<file path="src/rtl/rgb_seq_pkg.sv">
// rgb_seq_pkg: shared encodings and helpers for the RGB fade sequencer.
package rgb_seq_pkg;
    localparam int LVL_W = 4;
    localparam int ENV_MAX = 15;

    localparam logic [1:0] MODE_SET = 2'd0;
    localparam logic [1:0] MODE_FADE = 2'd1;
    localparam logic [1:0] MODE_BREATHE = 2'd2;
    localparam logic [1:0] MODE_OFF = 2'd3;

    localparam logic [1:0] ST_IDLE = 2'd0;
    localparam logic [1:0] ST_FADE = 2'd1;
    localparam logic [1:0] ST_BREATHE = 2'd2;

    typedef struct packed {
        logic [1:0] mode;
        logic [LVL_W-1:0] r;
        logic [LVL_W-1:0] g;
        logic [LVL_W-1:0] b;
    } cmd_t;

    function automatic logic [LVL_W-1:0] toward(input logic [LVL_W-1:0] cur, input logic [LVL_W-1:0] tgt);
        return cur < tgt ? cur + 1'b1 : cur > tgt ? cur - 1'b1 : cur;
    endfunction

    // (tgt * (env+1)) >> 4 with an 8-bit product: env=15 yields tgt, env=0 yields tgt/16
    function automatic logic [LVL_W-1:0] scale(input logic [LVL_W-1:0] tgt, input logic [3:0] env);
        logic [7:0] p;
        p = {4'b0, tgt} * ({4'b0, env} + 8'd1);
        return p[7:4];
    endfunction
endpackage

</file>
<file path="src/rtl/rgb_fade_sequencer_env.sv">
// breathe_env: tick-paced step divider plus triangle envelope counter.
module breathe_env
    import rgb_seq_pkg::*;
#(
    parameter int STEP_DIV = 30
) (
    input  logic       clk,
    input  logic       rst_n,
    input  logic       tick,
    input  logic       clear,
    input  logic       run,
    output logic       step,
    output logic [3:0] env
);
    logic [7:0] div;
    logic       dn;

    assign step = tick && div == 8'(STEP_DIV - 1);

    always_ff @(posedge clk or negedge rst_n) begin
        if (!rst_n) begin
            div <= '0;
            env <= '0;
            dn  <= 1'b0;
        end else if (clear) begin
            div <= '0;
            env <= '0;
            dn  <= 1'b0;
        end else begin
            if (tick) div <= step ? '0 : div + 8'd1;
            if (step && run) begin
                if (dn ? env == 4'd0 : env == 4'(ENV_MAX)) begin
                    dn  <= !dn;
                    env <= dn ? 4'd1 : 4'(ENV_MAX - 1);
                end else begin
                    env <= dn ? env - 4'd1 : env + 4'd1;
                end
            end
        end
    end
endmodule

</file>
<file path="src/rtl/rgb_fade_sequencer.sv">
// rgb_fade_sequencer: SET/FADE/BREATHE/OFF colour effects feeding the gamma LUTs.
// Define SEQ_CMD_BUF_EN to add a one-entry command buffer usable during FADE.
module rgb_fade_sequencer
    import rgb_seq_pkg::*;
#(
    parameter int STEP_DIV = 30
) (
    input  logic             clk,
    input  logic             rst_n,
    input  logic             tick,
    input  logic             cmd_valid,
    output logic             cmd_ready,
    input  logic [1:0]       cmd_mode,
    input  logic [LVL_W-1:0] cmd_r,
    input  logic [LVL_W-1:0] cmd_g,
    input  logic [LVL_W-1:0] cmd_b,
    output logic [LVL_W-1:0] lvl_r,
    output logic [LVL_W-1:0] lvl_g,
    output logic [LVL_W-1:0] lvl_b,
    output logic             busy,
    output logic             done
);
    logic [1:0]       state;
    logic [LVL_W-1:0] tgt_r, tgt_g, tgt_b;
    logic             step;
    logic [3:0]       env;
    logic             accept, fade_done, take, apply;
    cmd_t             in_cmd, nxt_cmd;

    assign in_cmd    = {cmd_mode, cmd_r, cmd_g, cmd_b};
    assign accept    = cmd_valid && cmd_ready;
    assign busy      = state == ST_FADE;
    assign fade_done = busy && {lvl_r, lvl_g, lvl_b} == {tgt_r, tgt_g, tgt_b};
    assign apply     = (accept && !busy) || take;

`ifdef SEQ_CMD_BUF_EN
    cmd_t buf_cmd;
    logic buf_full;

    assign cmd_ready = !busy || !buf_full;
    // a command arriving on the completing cycle bypasses the buffer
    assign take      = fade_done && (buf_full || accept);
    assign nxt_cmd   = buf_full ? buf_cmd : in_cmd;

    always_ff @(posedge clk or negedge rst_n) begin
        if (!rst_n) begin
            buf_full <= 1'b0;
            buf_cmd  <= '0;
        end else if (take) begin
            buf_full <= 1'b0;
        end else if (accept && busy) begin
            buf_full <= 1'b1;
            buf_cmd  <= in_cmd;
        end
    end
`else
    assign cmd_ready = !busy;
    assign take      = 1'b0;
    assign nxt_cmd   = in_cmd;
`endif

    breathe_env #(.STEP_DIV(STEP_DIV)) u_env (
        .clk  (clk),
        .rst_n(rst_n),
        .tick (tick),
        .clear(apply),
        .run  (state == ST_BREATHE),
        .step (step),
        .env  (env)
    );

    always_ff @(posedge clk or negedge rst_n) begin
        if (!rst_n) begin
            state <= ST_IDLE;
            {tgt_r, tgt_g, tgt_b} <= '0;
            {lvl_r, lvl_g, lvl_b} <= '0;
            done <= 1'b0;
        end else begin
            done <= (apply && nxt_cmd.mode == MODE_SET) || fade_done;
            if (apply) begin
                {tgt_r, tgt_g, tgt_b} <= nxt_cmd.mode == MODE_OFF ? '0 : {nxt_cmd.r, nxt_cmd.g, nxt_cmd.b};
                state <= nxt_cmd.mode == MODE_SET ? ST_IDLE : nxt_cmd.mode == MODE_BREATHE ? ST_BREATHE : ST_FADE;
                if (nxt_cmd.mode == MODE_SET) {lvl_r, lvl_g, lvl_b} <= {nxt_cmd.r, nxt_cmd.g, nxt_cmd.b};
            end else if (fade_done) begin
                state <= ST_IDLE;
            end else if (busy && step) begin
                lvl_r <= toward(lvl_r, tgt_r);
                lvl_g <= toward(lvl_g, tgt_g);
                lvl_b <= toward(lvl_b, tgt_b);
            end else if (state == ST_BREATHE) begin
                lvl_r <= scale(tgt_r, env);
                lvl_g <= scale(tgt_g, env);
                lvl_b <= scale(tgt_b, env);
            end
        end
    end
endmodule
</file>
<file path="config.mk">
export PLATFORM = sky130hd
export DESIGN_NAME = rgb_fade_sequencer
export DESIGN_NICKNAME = d
export VERILOG_FILES = /design/src/rtl/rgb_seq_pkg.sv /design/src/rtl/rgb_fade_sequencer_env.sv /design/src/rtl/rgb_fade_sequencer.sv
export SDC_FILE = /design/constraint.sdc
export NUM_CORES = 1
export LEC_CHECK = 0
export BUFFER_PORTS_ARGS = -buffer_cell sky130_fd_sc_hd__buf_2
export CAP_MARGIN = 20
export CORE_UTILIZATION = 60
export CTS_CLUSTER_SIZE = 28
export DETAILED_ROUTE_END_ITERATION = 12
export PLACE_DENSITY = 0.8
export RECOVER_POWER = 100
export SLEW_MARGIN = 30
export SYNTH_ARGS = -nofsm -noshare
export SYNTH_HDL_FRONTEND = slang
export SYNTH_HIERARCHICAL = 1
export SYNTH_SLANG_ARGS = --single-unit
</file>
<file path="constraint.sdc">
create_clock -name clk -period 8.3 [get_ports clk]
set_input_delay 0.415 -clock clk [delete_from_list [all_inputs] [get_ports clk]]
set_output_delay 0.415 -clock clk [all_outputs]
set_load 0.02 [all_outputs]
</file>
# After elaboration in Yosys (flattened, before gate mapping)
# Cells that the tools add are included.
[word_totals]
latch_bits = 0
word_cells = 101
regBits = 40
rom_bits = 0
out_inout_bits = 15
mem_bits_rw = 0
inputBits = 18
mem_count = 0
[classes]
order_cmp = 6
n_addsub = 10
n_div = 0
bitwise_logic = 0
n_eq_ne = 12
mul = 3
mux = 38
n_shift = 0
reduce_logical = 21
[ops]
columns = ["op", "n"]
rows = [
  ["$mux 4", 26],
  ["$mux 8", 3],
  ["$add 4x1->4 const B", 4],
  ["$mul 4x8->8", 2],
  ["$sub 4x1->4 const B", 4],
  ["$eq 12x12->1", 1],
  ["$gt 4x4->1", 3],
  ["$lt 4x4->1", 3],
  ["$mux 12", 1],
  ["$ne 4x2->1 const B", 3],
  ["$reduce_and 4->1", 3],
  ["$add 8x1->8 const B", 1],
  ["$eq 8x5->1 const B", 1],
  ["$mul 4x5->8", 1],
  ["$mux 2", 4],
  ["$reduce_bool 2->1", 4],
  ["$logic_and 1x1->1", 7],
  ["$eq 2x2->1 const B", 3],
  ["$add 4x1->5 const B", 1],
  ["$eq 4x4->1 const B", 1],
  ["$logic_not 4->1", 1],
  ["$mux 1", 4],
  ["$ne 2x1->1 const B", 2],
  ["$reduce_bool 3->1", 1],
  ["5 further kinds", 6],
]

# Depth between registers and ports, before layout
[depth]
depth_word = 6
mapped_depth = 15
ltp_nobuf = 14

# Cells and area by module
# Netlist, hierarchy kept.
[by_module_without_submodules]
columns = ["mod", "cells_per_inst", "instances", "seq_area_each_um2", "area_each_um2"]
rows = [
  ["rgb_fade_sequencer", 372, 1, 675.6, 3256.9],
  ["breathe_env", 80, 1, 325.3, 817.0],
]

# Worst setup path after synthesis
# No wires, ideal clock.
[synth_timing]
path_type = "register to register"
start = "register u_env.env[0]"
end = "register lvl_r[2]"
setup_time_ps = 138
period_less_slack_ps = 3757
arrival_ps = 3619
t_required_ps = 8162
setup_slack_ps = 4543
path_stages_with_launch = 16
n_path_buf = 1
cell_sequence = "dfrtp_1 ha_1 xor2_1 clkbuf_1 and2_1 fa_1 inv_1 fa_1 inv_1 ha_1 a21o_1 a31o_2 a21oi_1 xnor2_1 a21oi_1 o221ai_1"
[synth_via]
elab_chain_cells = 6
[synth_rtl]
columns = ["element", "line_no", "source"]
rows = [
  ["start, declared", "rgb_fade_sequencer_env.sv:13", "output logic [3:0] env"],
  ["start signal, assigned", "rgb_fade_sequencer_env.sv:34", "env <= dn ? 4'd1 : 4'(ENV_MAX - 1);"],
  ["start signal, assigned", "rgb_fade_sequencer_env.sv:36", "env <= dn ? env - 4'd1 : env + 4'd1;"],
  ["$add 4x1->5", "rgb_seq_pkg.sv:29", "p = {4'b0, tgt} * ({4'b0, env} + 8'd1);"],
  ["$mul 4x8->8", "rgb_seq_pkg.sv:29", ""],
  ["$mux 4", "rgb_fade_sequencer.sv:90", "end else if (state == ST_BREATHE) begin"],
  ["$mux 4", "rgb_fade_sequencer.sv:86", "end else if (busy && step) begin"],
  ["$mux 4", "rgb_fade_sequencer.sv:84", "end else if (fade_done) begin"],
  ["$mux 4", "rgb_fade_sequencer.sv:80", "if (apply) begin"],
  ["end signal, assigned", "rgb_fade_sequencer.sv:83", "if (nxt_cmd.mode == MODE_SET) {lvl_r, lvl_g, lvl_b} <= {nxt_cmd.r, nxt_cmd.g, nxt_cmd.b};"],
  ["end signal, assigned", "rgb_fade_sequencer.sv:87", "lvl_r <= toward(lvl_r, tgt_r);"],
  ["end signal, assigned", "rgb_fade_sequencer.sv:91", "lvl_r <= scale(tgt_r, env);"],
  ["end, declared", "rgb_fade_sequencer.sv:17", "output logic [LVL_W-1:0] lvl_r,"],
]
# No other way between the ends. The select of a mux whose other input is x is not followed.
# A chain may end at the register's enable or synchronous reset.

# Final worst setup path
# Ends and elaborated chain as after synthesis.

==> key figures <==
Synthesis
  – Flops & latches, synth: 40
  – Syn nets: 539
  – Post-Syn Instances: 452
  – Cell variety after synth: 58
  – Syn Area/Cell: 9.01 µm²
  – Mapped Area: 0.00407 mm²
  – Yosys warns: 6
  – Seq/Total Area, Yosys: 24.6%
  – EDFF count, synth: 0
  – Synth Flop Type: dfrtp_1
  – Asr flop ratio synth: 100%

CTS
  – Clk pin slew, worst setup/hold paths: 0.08 ns
  – CTS tree: done
  – Clock H-tree levels: 2
  – TritonCTS Sinks: 40
  – Clock Path Buffers: 2
  – Root Driver: clkbuf_8
  – CTS Buf Count: 5
  – Hold buffers post-CTS: 0
  – Worst-Skew Late Latency: 0.30 ns
  – Post-CTS Resized: 0
  – # Post-CTS Setup Buffers: 0

Hold path
  – HP Class: in -> reg

Power and ir drop
  – Pwr Total: 0.00104 W
  – Power per Cell Area: 241 mW/mm²
  – Clock share of power: approximately 16%
  – Seq pwr share: between 30% and 40%
  – Switch share: 46.7%
  – Static Leak: 2.16 nW
  – Combinational fraction of design power: 52.9%
  – Cell Int Power: ~0.00055 W
  – Max VDD drop: 0.000228 V
  – Psw: between 0.0004 and 0.0005 W

Cells and area
  – Storage cell area: 0.00100 mm²
  – Post-Layout Cell Count: 556
  – Commonest non-fill, non-tap cells in the layout: ha_1 (50), nand2_1 (47), inv_1 (40), dfrtp_1 (40), nand3_1 (30)
  – Layout Area Growth over Synthesis: 6.02%
  – Ant diodes: 0
  – Fillcell total: 521
  – Layout cell share with drive strength beyond 1: 9.60%
  – Multi-input logic area: 0.00281 mm²
  – Fin nets: 565
  – Commonest non-fill, non-tap cell in the layout: ha_1

Timing
  – Fin worst setup slack: ~4.1 ns
  – Worst Max-Slew Pin Slew: 2.23 ns
  – Peak Freq: 236 MHz
  – Final setup viols: 0
  – Layout Skew: 0.00519 ns
  – Slew HR: -48.8%
  – Unrepaired setup endpoints after global routing: no
  – Setup TNS Final: 0 ns
  – Final Hold Viols: 0
  – Min Clock Period, post-route: 4.25 ns
  – Max-slew violation count: roughly 40
  – Final worst path period share: 51.2%

Setup path
  – Critical path type: reg -> reg
  – CP startpoint kind: flop
  – CP Data Required Time: 8.47 ns
  – Arrival @ worst endpoint: 4.41 ns
  – CP endpoint kind: flop
  – Max Fanout on Critical Path: 14

Detailed routing
  – Via/cell ratio: 6.05
  – Routed len/inst: 16.8 µm
  – Via count: 3365
  – Residual DRC: 0
  – DR pass1 iterations: 5
  – Antenna Nets Post-Route: 0
  – Detailed Route WL: 9.35 mm
  – Drt first-iter violations: 294

Floorplanning
  – I/O Pins: 33
  – Die X: 84.4 µm
  – Initial core utilization: 63.1%
  – Placeable Area: 0.00646 mm²
  – DIE AREA: 0.00712 mm²
  – Rows: 29
  – Die Y: 84.4 µm

Global route
  – Largest net degree at the start of global routing: 41
  – Vias in the first global route: 3364
  – GRT Resource Usage Total: approximately 29%
  – Initial antenna violation count: 0
  – First-pass GRT wire length: 16.2 mm
  – Overflow after GRT: 0

Outcome
  – Failing checks: capacitance limit, slew limit
  – Status: finished, violations left

Placed design
  – GP Congestion: 0.844
  – Worst slack, placed: 4.10 ns
  – Dpl hpwl: 7.01 mm
  – Placed Cells: about 550
  – PortBufs: 32

Run
  – Max Cap Violations: 1
-- power groups by stage --
stage	sequential, W	clock (W)	combinational, W
floorplan	0.000339	0	0.000387
global placement	0.000327	0	0.000532
detailed placement	0.000327	0	0.000560
CTS	0.000326	0.000164	0.000563
global route	0.000336	0.000169	0.000612
finish	0.000328	0.000162	0.000550
-- critical path, cell delays in order (launching register included) --
cell      delay (ns)
dfrtp_1         0.65
ha_1            0.26
xor2_1          0.64
nand2_1         0.15
fa_1            0.51
inv_1           0.06
fa_1            0.47
ha_1            0.31
and4_1          0.22
a31o_2          0.27
a21oi_1         0.18
xnor2_1         0.08
a21oi_1         0.16
o221ai_1        0.14
-- cells by family (layout without fill, tap and decap cells) --
| group | Yosys count | count (layout) | synth area share [%] |
|---|---|---|---|
| AO/OA/AOI/OAI | 90 | 90 | 15.2 |
| flip-flops | 40 | 40 | 24.6 |
| adder cells (fa/ha/maj) | 69 | 69 | 24.7 |
| AND/OR/NAND/NOR | 155 | 155 | 20.5 |
| buffers and inverters | 56 | 83 | 5.71 |
| multiplexers | 6 | 6 | 1.57 |
| XOR/XNOR | 36 | 36 | 7.74 |
-- stage by stage --
| stage | util (%) | instance area [µm²] | hold WS [ns] |
|---|---|---|---|
| detailed placement | 66.0 | 4270 | 0.516 |
| finish | 66.9 | 4320 | 0.351 |
| floorplan | - | 4070 | 0.119 |
| CTS | 67.7 | 4370 | 0.268 |
| global route | 66.9 | 4320 | 0.368 |
| global placement | 66.0 | 4270 | 0.492 |
-- flip-flops by register name, summed over array words and instances, names as in the netlist --
signal / flops
u_env/div: 8
lvl_b: 4
lvl_g: 4
lvl_r: 4
tgt_b: 4
tgt_g: 4
tgt_r: 4
u_env/env: 4
state: 2
done: 1
u_env/dn: 1
-- metal layers --
layer | wire length (µm) | track usage [%] | vias to the layer above
met4 | 157 | 8.47 | 0
met5 | 0 | 0 | -
met1 | 4200 | 39.3 | 1625
met3 | 579 | 4.03 | 19
li1 | - | - | 1601
met2 | 4410 | 47.5 | 120
-- cell type report --
type                            instances  share of cell area [%]
Clock buffer                            6                    1.68
Timing Repair Buffer                   33                    3.36
Multi-Input combinational cell        356                    65.0
Inverter                               42                    3.71
Sequential cell                        40                    23.2
Clock inverter                          2                   0.811
Tap cell                               77                    2.23
-- Yosys cell counts, types with 4 or more instances --
| cell | instances | area share, % |
|---|---|---|
| a21o_1 | 11 | 2.0 |
| a21oi_1 | 24 | 2.9 |
| and2_1 | 19 | 2.9 |
| buf_2 | 5 | 0.61 |
| clkbuf_1 | 4 | 0.37 |
| dfrtp_1 | 40 | 25 |
| fa_1 | 19 | 9.3 |
| ha_1 | 50 | 15 |
| inv_1 | 40 | 3.7 |
| nand2_1 | 47 | 4.3 |
| nand2b_1 | 8 | 1.2 |
| nand3_1 | 30 | 3.7 |
| nand4_1 | 4 | 0.61 |
| nor2_1 | 27 | 2.5 |
| o21ai_0 | 24 | 2.9 |
| xnor2_1 | 22 | 4.7 |
| xor2_1 | 14 | 3.0 |
-- worst paths after layout --
path,start,to,slack (ns),cells past startpoint
hold reg to reg,state[1],state[1],0.53,1
hold / removal,cmd_g[0],tgt_g[0],0.35,3
max in group asynchronous,rst_n,lvl_r[0],6.25,1
min in group asynchronous,rst_n,u_env/div[4],0.77,1
setup / recovery,u_env/env[0],lvl_r[2],4.05,13
setup reg to reg,u_env/env[0],lvl_r[2],4.05,13
Power figures use the tool's default switching activity.
